File: src/rtl/sevenseg_capture.sv
// Captures a multiplexed active-low seven-segment display into a frame of hex nibbles.
// Each digit must hold steady for STABLE_CYCLES synchronized samples before it is accepted.
module sevenseg_capture #(
  parameter int NUM_DIGITS    = 4,
  parameter int STABLE_CYCLES = 4
) (
  input  logic                    clk,
  input  logic                    rst_n,
  input  logic [6:0]              seg_in,
  input  logic [NUM_DIGITS-1:0]   an_in,
  output logic [4*NUM_DIGITS-1:0] out_data,
  output logic [NUM_DIGITS-1:0]   out_err,
  output logic                    out_valid,
  input  logic                    out_ready,
  output logic                    out_overrun
);

  localparam logic [7:0] STABLE_C = 8'(STABLE_CYCLES);

  logic [6:0]              seg_s1_q, seg_s2_q, prev_seg_q;
  logic [NUM_DIGITS-1:0]   an_s1_q, an_s2_q, prev_an_q;
  logic [7:0]              cnt_q, cnt_d;
  logic                    acc_q, acc_d;
  logic [NUM_DIGITS-1:0]   mask_q, mask_d;
  logic [4*NUM_DIGITS-1:0] stage_data_q, stage_data_d;
  logic [NUM_DIGITS-1:0]   stage_err_q, stage_err_d;
  logic [4*NUM_DIGITS-1:0] out_data_q;
  logic [NUM_DIGITS-1:0]   out_err_q;
  logic                    out_valid_q, out_overrun_q;

  logic       strobed, same_sample, window_new, accept, frame_done;
  logic [3:0] dec_nib;
  logic       dec_err;

  // Returns {err, nibble}; unknown patterns (blank included) give nibble 0 with err set.
  function automatic logic [4:0] decode_seg(input logic [6:0] seg);
    logic [4:0] r;
    case (seg)
      7'h40:   r = 5'h00;
      7'h79:   r = 5'h01;
      7'h24:   r = 5'h02;
      7'h30:   r = 5'h03;
      7'h19:   r = 5'h04;
      7'h12:   r = 5'h05;
      7'h02:   r = 5'h06;
      7'h78:   r = 5'h07;
      7'h00:   r = 5'h08;
      7'h10:   r = 5'h09;
      7'h08:   r = 5'h0A;
      7'h03:   r = 5'h0B;
      7'h46:   r = 5'h0C;
      7'h21:   r = 5'h0D;
      7'h06:   r = 5'h0E;
      7'h0E:   r = 5'h0F;
      default: r = 5'h10;
    endcase
    return r;
  endfunction

  always_ff @(posedge clk or negedge rst_n) begin
    if (!rst_n) begin
      seg_s1_q <= '1;
      seg_s2_q <= '1;
      an_s1_q  <= '1;
      an_s2_q  <= '1;
    end else begin
      seg_s1_q <= seg_in;
      seg_s2_q <= seg_s1_q;
      an_s1_q  <= an_in;
      an_s2_q  <= an_s1_q;
    end
  end

  assign strobed     = $onehot(~an_s2_q);
  assign same_sample = (seg_s2_q == prev_seg_q) && (an_s2_q == prev_an_q);
  assign window_new  = (an_s2_q != prev_an_q);
  assign {dec_err, dec_nib} = decode_seg(seg_s2_q);

  always_comb begin
    cnt_d = 8'd0;
    if (strobed) begin
      if (!same_sample)           cnt_d = 8'd1;
      else if (cnt_q == STABLE_C) cnt_d = cnt_q;
      else                        cnt_d = cnt_q + 8'd1;
    end
  end

  // A segment change inside a window restarts the count but must not re-accept.
  assign accept = strobed && (cnt_d == STABLE_C) && (cnt_q != STABLE_C)
                  && !(acc_q && !window_new);
  assign acc_d  = window_new ? accept : (acc_q | accept);

  assign frame_done = &mask_q;

  always_comb begin
    mask_d       = frame_done ? '0 : mask_q;
    stage_data_d = stage_data_q;
    stage_err_d  = stage_err_q;
    for (int i = 0; i < NUM_DIGITS; i++) begin
      if (accept && !an_s2_q[i]) begin
        stage_data_d[4*i +: 4] = dec_nib;
        stage_err_d[i]         = dec_err;
        mask_d[i]              = 1'b1;
      end
    end
  end

  always_ff @(posedge clk or negedge rst_n) begin
    if (!rst_n) begin
      prev_seg_q   <= '1;
      prev_an_q    <= '1;
      cnt_q        <= '0;
      acc_q        <= 1'b0;
      mask_q       <= '0;
      stage_data_q <= '0;
      stage_err_q  <= '0;
    end else begin
      prev_seg_q   <= seg_s2_q;
      prev_an_q    <= an_s2_q;
      cnt_q        <= cnt_d;
      acc_q        <= acc_d;
      mask_q       <= mask_d;
      stage_data_q <= stage_data_d;
      stage_err_q  <= stage_err_d;
    end
  end

  always_ff @(posedge clk or negedge rst_n) begin
    if (!rst_n) begin
      out_data_q    <= '0;
      out_err_q     <= '0;
      out_valid_q   <= 1'b0;
      out_overrun_q <= 1'b0;
    end else begin
      if (out_valid_q && out_ready) begin
        out_valid_q   <= 1'b0;
        out_overrun_q <= 1'b0;
      end
      if (frame_done) begin
        if (!out_valid_q || out_ready) begin
          out_data_q  <= stage_data_q;
          out_err_q   <= stage_err_q;
          out_valid_q <= 1'b1;
        end else begin
          out_overrun_q <= 1'b1;
        end
      end
    end
  end

  assign out_data    = out_data_q;
  assign out_err     = out_err_q;
  assign out_valid   = out_valid_q;
  assign out_overrun = out_overrun_q;

endmodule

File: config.mk
export PLATFORM = sky130hd
export DESIGN_NAME = sevenseg_capture
export DESIGN_NICKNAME = d
export VERILOG_FILES = /design/src/rtl/sevenseg_capture.sv
export SDC_FILE = /design/constraint.sdc
export NUM_CORES = 1
export LEC_CHECK = 0
export CORE_ASPECT_RATIO = 0.7
export CORE_MARGIN = 1
export CORE_UTILIZATION = 40
export DETAILED_ROUTE_END_ITERATION = 8
export PLACE_DENSITY = 0.69
export SETUP_SLACK_MARGIN = 0.15
export SLEW_MARGIN = 20
export SYNTH_ARGS = -nofsm -noshare
export SYNTH_HDL_FRONTEND = slang
export SYNTH_SLANG_ARGS = --single-unit
File: constraint.sdc
create_clock -name clk -period 3.6 [get_ports clk]
set_input_delay 0.72 -clock clk [delete_from_list [all_inputs] [get_ports clk]]
set_output_delay 0.72 -clock clk [all_outputs]
set_load 0.005 [all_outputs]
# Yosys cells after proc, flatten, opt, wreduce, memory -nomap -nowiden
# Index checks and enable logic that the tools add are counted.
# Widths: inputs -> output; s select.
[word_totals] word_cells=93 input_bits=14 register_bits=88
[classes] n_reduce_logical=25 addsub=4 eq_ne=22 n_bitwise=2 muxes=16
[op_table] operator="$pmux 5 s16" count=1
[op_table] operator="$eq 7x7->1 const B" count=4
[op_table] operator="$mux 8" count=3
[op_table] operator="$eq 7x5->1 const B" count=3
[op_table] operator="$eq 7x6->1 const B" count=3
[op_table] operator="$eq 8x3->1 const B" count=2
[op_table] operator="$eq 7x2->1 const B" count=2
[op_table] operator="$eq 7x4->1 const B" count=2
[op_table] operator="$mux 1" count=11
[op_table] operator="$logic_and 1x1->1" count=10
[op_table] operator="$add 8x1->8 const B" count=1
[op_table] operator="$ne 8x3->1 const B" count=1
[op_table] operator="$reduce_bool 2->1" count=4
[op_table] operator="$eq 7x3->1 const B" count=1
[op_table] operator="$eq 7x7->1" count=1
[op_table] operator="$logic_not 1->1" count=7
[op_table] operator="$logic_not 7->1" count=1
[op_table] operator="$reduce_and 5->1" count=1
[op_table] operator="$add 1x1->2" count=2
[op_table] operator="$eq 4x4->1" count=1
[op_table] operator="$mux 4" count=1
[op_table] operator="$ne 4x4->1" count=1
[op_table] operator="$not 4->4" count=1
[op_table] operator="$reduce_and 4->1" count=1
[op_table] operator="other kinds (4)" count=4

# Depth between registers and ports, before layout
# Gate-level depths: netlist (run 1).
[depth] word_depth=11 depth_mapped=9 mapped_depth_nobuf=9

# Worst setup path after synthesis (run 1)
# No wires, ideal clock.
[synth_timing] kind="reg2reg" startpoint="reg an_s2_q[1]" endpoint="reg stage_data_q[0]" setup_time_ns=0.125 n_path_buf=0 synth_period_minus_slack_ns=3.066 required_ns=3.475 arrival_time_ns=2.941 setup_slack_ns=0.534 stages_incl_launch_ff=10 cell_sequence="dfstp_2 > fa_1 > inv_1 > ha_1 > ha_1 > nor3b_2 > and3_2 > nand4_4 > nor4_4 > mux2_4"
[synth_via] elab_chain_cells=10 word_cells_on_any_way=17 cone_classes="add/sub (2); eq/ne (4); mux (2); bitwise (1); reduce/logical (8)"
[synth_rtl] element="start, declared" line_no="21" rtl="logic [NUM_DIGITS-1:0] an_s1_q, an_s2_q, prev_an_q;"
[synth_rtl] element="start signal, assigned" line_no="70" rtl="an_s2_q <= an_s1_q;"
[synth_rtl] element="$not 4->4" line_no="74" rtl="assign strobed = $onehot(~an_s2_q);"
[synth_rtl] element="$add 1x1->2 (not written as such)" line_no="74"
[synth_rtl] element="$add 2x2->3 (not written as such)" line_no="74"
[synth_rtl] element="$eq 3x1->1" line_no="74"
[synth_rtl] element="$mux 8" line_no="81" rtl="if (strobed) begin"
[synth_rtl] element="$eq 8x3->1" line_no="89" rtl="assign accept = strobed && (cnt_d == STABLE_C) && (cnt_q != STABLE_C)"
[synth_rtl] element="$logic_and 1x1->1 (2 in a row)" line_no="89"
[synth_rtl] element="$logic_and 1x1->1 *" line_no="90" rtl="&& !(acc_q && !window_new);"
[synth_rtl] element="$logic_and 1x1->1 *" line_no="100" rtl="if (accept && !an_s2_q[i]) begin"
[synth_rtl] element="end signal, assigned" line_no="123" rtl="stage_data_q <= stage_data_d;"
[synth_rtl] element="end, declared" line_no="25" rtl="logic [4*NUM_DIGITS-1:0] stage_data_q, stage_data_d;"
# Mark *: on every way between the ends. The rest lies on a longest branch, timed or not.
# A chain may end at the register's enable or synchronous reset.

# Worst setup path in the final report (run 1)
[layout_timing] startpoint="reg an_s2_q[3]" endpoint="reg stage_data_q[3]"
# The elaborated chain is that of the path after synthesis.

==> impl_metrics.py, run 1 <==
metrics = {
    "status": {
        "status": "completed",
    },
    "synthesis": {
        "async_flop_share_pct": 100,
        "ys_seq_area_share_pct": 59.6,
        "syn_area_per_cell_um2": 13.7,
        "synth_edf_count": 0,
        "synthesis.nets": 293,
        "ys_types": 50,
        "ys.flop_type": "dfrtp_1",
        "ys_warn_count": 0,
        "ys_seq_elements": 88,
        "synthesis.area_um2": 3760,
        "postSynthCellCount": 274,
    },
    "route": {
        "drcViolationCount": 0,
        "viasPerCell": 4.93,
        "ant_nets": 0,
        "num_vias": 2179,
        "first_pass_iters": 4,
        "wl_per_cell_um": 14.9,
        "drt_wl_total_um": 6590,
        "drt_iter0_drc": 84,
    },
    "sta": {
        "fin_tns_setup_ps": 0,
        "rsz0062_at_grt": "no",
        "fin_crit_ps": 3270,
        "slew_violations": 0,
        "fin_skew_ps": 7.81,
        "post-route-period-util_pct": 90.9,
        "timing_hold_violations_final": 0,
        "setup_viol": 0,
        "slew_headroom_pct": 41.5,
        "fmax_mhz": 306,
        "tightest_slew_ps": 877,
    },
    "job": {
        "drv_cap": 0,
    },
    "place": {
        "io_buffer_count": 35,
        "dp_hpwl_um": 4360,
        "dpl-instance-area_um2": 4250,
        "gp_routability_congestion": 0.789,
    },
    "power_and_ir_drop": {
        "powerDensity_nw_per_um2": 447,
        "p_leak_nw": 1.93,
        "ir_drop_uv": 316,
        "finalPower_mw": 2.03,
    },
    "global_route": {
        "grt_max_degree": 89,
        "grt.overflow.total": 0,
        "antenna_found_initial": 0,
        "grt_pass1_vias": 2122,
        "grt_usage_pct": 14.9,
        "grt_pass1_wl_um": 11300,
    },
    "cts": {
        "cts_tree": "yes",
        "cts_resized": 0,
        "clk_latency_ps": 340,
        "htreeDepth": 3,
        "cts_root_buf": "clkbuf_16",
        "post_cts_buffers": 0,
        "postCtsHoldBufs": 0,
        "clk_pin_slew_worst_paths_ps": 60,
        "clock_sink_count": 88,
        "ctsLongestPathBuffers": 2,
        "numCtsBuffers": 9,
    },
    "floorplanning": {
        "dieArea_um2": 9800,
        "die_x_um": 118,
        "start_util_pct": 41.3,
        "pin_count": 36,
        "rows": 29,
        "chipHeight_um": 83.1,
        "core_region_area_um2": 9110,
    },
    "finish": {
        "antenna_cells": 0,
        "syn2layout_area_growth_pct": 20.5,
        "drive_gt1_share_pct": 32.7,
        "final_nets": 332,
        "num-fill-cells": 771,
        "final_cell_area_um2": 4530,
    },
    "setup_path": {
        "startpoint_type": "flop",
        "cp_data_required_time_ps": 3820,
        "arrival_ps": 3490,
        "cp_max_fo": 6,
        "cp-end-kind": "flop",
        "critPathKind": "reg2reg",
    },
    "hold_path": {
        "hold_class": "reg2reg",
    },
}
-- cells in the final DEF, fill, tap and decap left out, drive strengths merged, types with 2 or more instances in the layout --
cell type / count
ha: 4
clkinv: 3
nand3b: 3
clkbuf: 10
mux2: 32
nor4b: 3
xnor2: 9
clkdlybuf4s50: 34
nor3b: 4
a31oi: 3
a21oi: 6
dfstp: 33
mux2i: 9
inv: 17
o21ai: 7
nor2: 11
nand2: 10
a21o: 5
nand3: 3
nor3: 3
and2: 2
or3: 3
nand4: 5
buf: 3
dfrtp: 55
clkinvlp: 2
xor2: 12
nor4: 7
and3: 3
or2: 2
-- registers in the layout, indices dropped and copies added (netlist names), 4 cells and up --
| name | cells |
|---|---|
| stage_data_q | 16 |
| mask_q | 4 |
| seg_s1_q | 7 |
| prev_seg_q | 7 |
| out_data | 16 |
| an_s2_q | 4 |
| cnt_q | 8 |
| an_s1_q | 4 |
| stage_err_q | 4 |
| seg_s2_q | 7 |
| out_err | 4 |
| prev_an_q | 4 |
-- layout make-up --
| class | count | area (µm²) | area share, % |
|---|---|---|---|
| Multi-Input combinational cell | 161 | 1430 | 31.4 |
| Tap cell | 124 | 155 | 3.42 |
| Sequential cell | 88 | 2240 | 49.5 |
| Clock inverter | 6 | 42.5 | 0.939 |
| Inverter | 16 | 60.1 | 1.33 |
| Timing Repair Buffer | 37 | 367 | 8.09 |
| Clock buffer | 10 | 239 | 5.27 |
-- metrics by stage --
step	hold slack [ps]	utilization [%]	setup WS (ps)	instances
floorplan	345	-	534	274
global placement	346	46.6	398	426
detailed placement	347	46.6	305	426
CTS	356	49.7	260	442
global route	357	49.8	161	442
finish	355	49.8	328	442
-- Yosys cell counts (2+ instances only) --
master | instances | area (µm²)
dfrtp_1 | 55 | 1380
a21oi_1 | 6 | 30.0
nand2_1 | 10 | 37.5
nor4_4 | 5 | 106
a21o_1 | 3 | 22.5
nand4_1 | 4 | 25.0
mux2_2 | 28 | 315
nor2_1 | 11 | 41.3
inv_1 | 16 | 60.1
or2_2 | 2 | 12.5
nor3b_1 | 3 | 22.5
and2_1 | 2 | 12.5
xor2_1 | 12 | 105
a31oi_1 | 2 | 12.5
nor4_1 | 2 | 12.5
nor4b_1 | 3 | 26.3
dfstp_2 | 33 | 867
mux2i_1 | 9 | 90.1
xnor2_1 | 9 | 78.8
clkbuf_1 | 9 | 33.8
or3_1 | 2 | 12.5
a21o_2 | 2 | 17.5
nand3b_1 | 3 | 22.5
o21ai_0 | 7 | 35.0
and3_2 | 2 | 15.0
mux2_4 | 3 | 45.0
nor3_1 | 3 | 15.0
nand3_1 | 3 | 15.0
ha_1 | 4 | 50.1
-- report_power, final --
group / total, mW / internal, mW / switching, mW
logic: 0.0979 / 0.0436 / 0.0543
registers: 1.05 / 1.03 / 0.0281
clock network: 0.875 / 0.487 / 0.387
total: 2.03 / 1.56 / 0.470
-- cells by family after synthesis --
logic type | after synthesis | share of synthesized area, %
compound gates | 31 | 6.45
mux | 41 | 12.3
fa+ha+maj | 5 | 1.86
flops | 88 | 59.6
simple gates | 63 | 12.4
buf+inv | 25 | 2.49
xor+xnor | 21 | 4.89
-- critical path, cell delays in order, from the launching register on --
cell and delay, ps:
dfstp_2 600, fa_1 430, inv_1 60, ha_1 130, ha_1 230, nor3b_2 350, and3_2 270, nand4_4 190
nor4_4 550, mux2_4 340
-- worst paths after layout --
kind,startpoint,to,slack (ps),cells past startpoint
max in group asynchronous,rst_n,cnt_q[0],2650,1
worst min-delay path,seg_s1_q[2],seg_s2_q[2],350,0
worst max register to register,an_s2_q[3],stage_data_q[3],330,9
min in group asynchronous,rst_n,out_data[10],450,1
worst max-delay path,an_s2_q[3],stage_data_q[3],330,9
worst min register to register,seg_s1_q[2],seg_s2_q[2],350,0
-- metal layers --
metal  part of all wire, %  track usage, %
met2                    43            20.3
met5                     0               0
met4                   1.1            5.24
met1                    53            22.3
met3                   2.9            4.33
(Power assumes the default switching activity.)
==> inputs of run 2 (changes only) <==
CORE_UTILIZATION = 45   (was 40)
PLACE_DENSITY = 0.75   (was 0.69)
SLEW_MARGIN = unset   (was 20)
==> run 2 against run 1 <==
Compared with the run above: sequential power barely moved; clock power rose by 4.9%; critical path depth did not move; register-to-register slack barely moved; clock skew barely moved; critical endpoint is now stage_data_q[4]; via count rose by 2.1%; sequential cell count did not move; global-route usage rose by 2.8 points; largest cell class unchanged; first-iteration DRC count fell by 23%; power rose by 2.3%; final cell count fell by 5.0%; hold slack barely moved.
==> impl_metrics.py, run 2 (synthesized netlist as in run 1, its figures left out) <==
metrics = {
    "finish": {
        "final_nets": 333,
        "final_util_pct": 56.7,
        "layout_commonest_cell": "dfrtp_1",
        "multiInputGateArea_um2": 1430,
        "final_cell_count_no_fill": 420,
        "syn2layout_area_growth_pct": 20.2,
        "register_area_um2": 2240,
        "layout_common_cells": "55 x dfrtp_1, 34 x clkdlybuf4s50_1, 33 x dfstp_2",
        "num-fill-cells": 647,
        "antenna_cells": 0,
        "drive_gt1_share_pct": 32.6,
    },
    "sta": {
        "setup_viol": 0,
        "fin_crit_ps": 3280,
        "fin_skew_ps": 7.48,
        "fin_tns_setup_ps": 0,
        "rsz0062_at_grt": "no",
        "slew_headroom_pct": 24.0,
        "slew_violations": 0,
        "post-route-period-util_pct": 91.1,
        "fmax_mhz": 305,
        "holdWs_ps": 355,
        "timing_hold_violations_final": 0,
        "tightest_slew_ps": 1130,
    },
    "cts": {
        "cts_root_buf": "clkbuf_16",
        "clk_pin_slew_worst_paths_ps": 60,
        "clock_sink_count": 88,
        "postCtsHoldBufs": 0,
        "post_cts_buffers": 0,
        "ctsLongestPathBuffers": 2,
        "numCtsBuffers": 9,
        "cts_resized": 0,
        "htreeDepth": 3,
        "clk_latency_ps": 340,
        "cts_tree": "yes",
    },
    "power_and_ir_drop": {
        "p_leak_nw": 1.94,
        "finalPower_mw": 2.07,
        "ir_drop_uv": 226,
        "powerDensity_nw_per_um2": 459,
    },
    "route": {
        "num_vias": 2224,
        "ant_nets": 0,
        "drt_wl_total_um": 6880,
        "drt_iter0_drc": 65,
        "wl_per_cell_um": 16.4,
        "drcViolationCount": 0,
        "first_pass_iters": 4,
        "viasPerCell": 5.30,
    },
    "setup_path": {
        "critPathKind": "reg2reg",
        "cp_max_fo": 6,
        "arrival_ps": 3500,
        "startpoint_type": "flop",
        "startpoint": "an_s2_q[1]",
        "cp-end-kind": "flop",
        "rr_startpoint": "an_s2_q[1]",
        "cp_data_required_time_ps": 3820,
    },
    "global_route": {
        "grt_max_degree": 42,
        "grt_pass1_wl_um": 11600,
        "grt_usage_pct": 17.7,
        "antenna_found_initial": 0,
        "grt.overflow.total": 0,
        "grt_pass1_vias": 2263,
    },
    "place": {
        "gp_routability_congestion": 0.785,
        "dp_cells": 404,
        "dp_hpwl_um": 4800,
        "io_buffer_count": 35,
    },
    "floorplanning": {
        "dieArea_um2": 8740,
        "chipHeight_um": 78.5,
        "rows": 27,
        "pin_count": 36,
        "start_util_pct": 47.2,
        "die_x_um": 111,
        "core_region_area_um2": 7970,
    },
    "hold_path": {
        "hp-start": "seg_s1_q[5]",
        "hold_class": "reg2reg",
    },
    "status": {
        "status": "completed",
    },
    "job": {
        "drv_cap": 0,
    },
}
run 2: per-stage QoR:
| step | setup WS (ps) | area [µm²] |
|---|---|---|
| 3_5_place_dp | 260 | 4230 |
| 3_3_place_gp | 371 | 4230 |
| 5_1_grt | 166 | 4520 |
| 6_report | 319 | 4520 |
| 4_1_cts | 226 | 4520 |
| 2_1_floorplan | 534 | 3760 |
run 2: worst paths after layout:
| path | endpoint | slack (ps) | depth (start not counted) |
|---|---|---|---|
| hold / removal | seg_s2_q[5] | 360 | 0 |
| max in group asynchronous | an_s2_q[3] | 2470 | 2 |
| setup reg to reg | stage_data_q[4] | 320 | 9 |
| hold reg to reg | seg_s2_q[5] | 360 | 0 |
| min in group asynchronous | out_data[8] | 370 | 1 |
| setup / recovery | stage_data_q[4] | 320 | 9 |
run 2: critical path, stage by stage (launching register included):
cell	delay (ps)
dfstp_2	610
fa_1	430
inv_1	60
ha_1	150
ha_1	230
nor3b_2	360
and3_2	270
nand4_4	200
nor4_4	440
mux2_2	400
run 2: final cells by class:
| cell class | count | share of cell area (%) |
|---|---|---|
| repair buffers | 38 | 8.19 |
| flip-flops and latches | 88 | 49.6 |
| clock inverters | 6 | 1.47 |
| multi-input cells | 161 | 31.5 |
| well taps | 101 | 2.80 |
| clock buffers | 10 | 5.07 |
| inverters | 16 | 1.33 |
run 2: report_power, final:
part           switching, mW  internal, mW
logic                 0.0563        0.0448
registers             0.0286          1.03
clock network          0.377         0.541
total                  0.462          1.61
run 2: layer usage:
layer | global-route usage [%] | vias up | routed length [µm]
met5 | 0 | - | 0
met4 | 5.54 | 0 | 70
met3 | 5.64 | 10 | 281
met2 | 26.6 | 30 | 3160
met1 | 24.3 | 1147 | 3370
li1 | - | 1037 | -
==> inputs of run 3 (changes only) <==
MAX_ROUTING_LAYER = met4   (was unset)
==> run 3 against run 2 <==
Compared with the run above: worst setup slack gained 2.3 ps; via count about the same; global-route usage grew 0.52 points; die area did not move; final cell count is the same; clock skew increased by 0.63 ps; maximum frequency about the same; first-iteration DRC count down 9.2%; hold slack about the same; clock power barely moved; critical path type unchanged.
==> impl_metrics.py, run 3 (synthesized netlist as in run 1, its figures left out) <==
metrics = {
    "cts": {
        "cts_root_buf": "clkbuf_16",
        "post_cts_buffers": 0,
        "cts_resized": 0,
        "numCtsBuffers": 9,
        "clk_latency_ps": 340,
        "htreeDepth": 3,
        "postCtsHoldBufs": 0,
        "cts_tree": "yes",
        "ctsLongestPathBuffers": 2,
        "clk_pin_slew_worst_paths_ps": 60,
        "clock_sink_count": 88,
    },
    "sta": {
        "fin_skew_ps": 8.11,
        "setup_viol": 0,
        "setup_ws_ps": 322,
        "fin_tns_setup_ps": 0,
        "fin_crit_ps": 3280,
        "fmax_mhz": 305,
        "rsz0062_at_grt": "no",
        "slew_violations": 0,
        "post-route-period-util_pct": 91.1,
        "timing_hold_violations_final": 0,
        "slew_headroom_pct": 25.6,
        "tightest_slew_ps": 1100,
    },
    "finish": {
        "syn2layout_area_growth_pct": 20.2,
        "num-fill-cells": 647,
        "layout_commonest_cell": "dfrtp_1",
        "layout_common_cells": "55 x dfrtp_1, 34 x clkdlybuf4s50_1, 33 x dfstp_2",
        "final_nets": 333,
        "drive_gt1_share_pct": 32.6,
        "antenna_cells": 0,
        "final_util_pct": 56.7,
        "register_area_um2": 2240,
        "multiInputGateArea_um2": 1430,
    },
    "floorplanning": {
        "core_region_area_um2": 7970,
        "rows": 27,
        "die_x_um": 111,
        "start_util_pct": 47.2,
        "dieArea_um2": 8740,
        "chipHeight_um": 78.5,
        "pin_count": 36,
    },
    "setup_path": {
        "cp_max_fo": 6,
        "slowest_stage": "dfstp_2",
        "cp-end-kind": "flop",
        "cp_top_family": "simple AND/OR/NAND/NOR gates",
        "critPathMostFrequentCell": "ha_1",
        "critPathKind": "reg2reg",
        "max_stage_delay_ps": 610,
        "cp.buffers_inverters": 1,
        "cp_data_required_time_ps": 3820,
        "path_cells": "fa_1 -> inv_1 -> ha_1 -> ha_1 -> nor3b_2 -> and3_2 -> nand4_4 -> nor4_4 -> mux2_2",
        "startpoint_type": "flop",
        "arrival_ps": 3500,
    },
    "power_and_ir_drop": {
        "ir_drop_uv": 224,
        "p_leak_nw": 1.94,
        "powerDensity_nw_per_um2": 459,
    },
    "global_route": {
        "grt_max_degree": 42,
        "grt.overflow.total": 0,
        "grt_pass1_wl_um": 11600,
        "antenna_found_initial": 0,
        "grt_pass1_vias": 2258,
        "grt_usage_pct": 18.2,
    },
    "route": {
        "viasPerCell": 5.30,
        "drt_wl_total_um": 6910,
        "first_pass_iters": 4,
        "wl_per_cell_um": 16.4,
        "num_vias": 2226,
        "drcViolationCount": 0,
        "drt_iter0_drc": 59,
        "ant_nets": 0,
    },
    "place": {
        "gp_routability_congestion": 0.796,
        "io_buffer_count": 35,
        "dp_slack_ps": 260,
        "dp_hpwl_um": 4800,
    },
    "status": {
        "status": "completed",
    },
    "hold_path": {
        "hold_class": "reg2reg",
    },
    "job": {
        "drv_cap": 0,
    },
}
[run 3: cell counts in the layout (fill, tap and decap cells not counted)]
No cell type changed its count.
[run 3: worst paths after layout]
check	cells after the start	startpoint	to	slack (ps)
setup reg to reg	9	an_s2_q[1]	stage_data_q[4]	320
min in group asynchronous	1	rst_n	out_data[8]	370
hold reg to reg	0	seg_s1_q[5]	seg_s2_q[5]	360
hold / removal	0	seg_s1_q[5]	seg_s2_q[5]	360
setup / recovery	9	an_s2_q[1]	stage_data_q[4]	320
max in group asynchronous	2	rst_n	prev_an_q[0]	2470
[run 3: metrics by stage]
step,hold slack [ps],instance area (µm²),instances,power [mW]
after detailed placement,347,4230,404,1.18
after global placement,346,4230,404,1.17
after floorplan,345,3760,274,1.12
after CTS,356,4520,420,2.10
final,355,4520,420,2.08
after global routing,357,4520,420,2.16
[run 3: per-layer routing]
layer  up-vias  track usage, %  wire, µm
met4         0            7.16        99
met1      1148            24.5      3440
li1       1035               -         -
met3        12            4.48       249
met2        31            26.6      3120
met5         -               -         0
[run 3: power breakdown]
| part | switching (mW) | internal (mW) | total [mW] | leakage (nW) |
|---|---|---|---|---|
| Clock | 0.377 | 0.541 | 0.918 | 0.147 |
| Sequential | 0.0288 | 1.03 | 1.06 | 1.11 |
| Combinational | 0.0565 | 0.0448 | 0.101 | 0.682 |
[run 3: final cells by class]
cell class	instances	share of cell area, %
Sequential cell	88	49.6
Multi-Input combinational cell	161	31.5
Timing Repair Buffer	38	8.19
Clock buffer	10	5.07
Tap cell	101	2.80
Clock inverter	6	1.47
Inverter	16	1.33
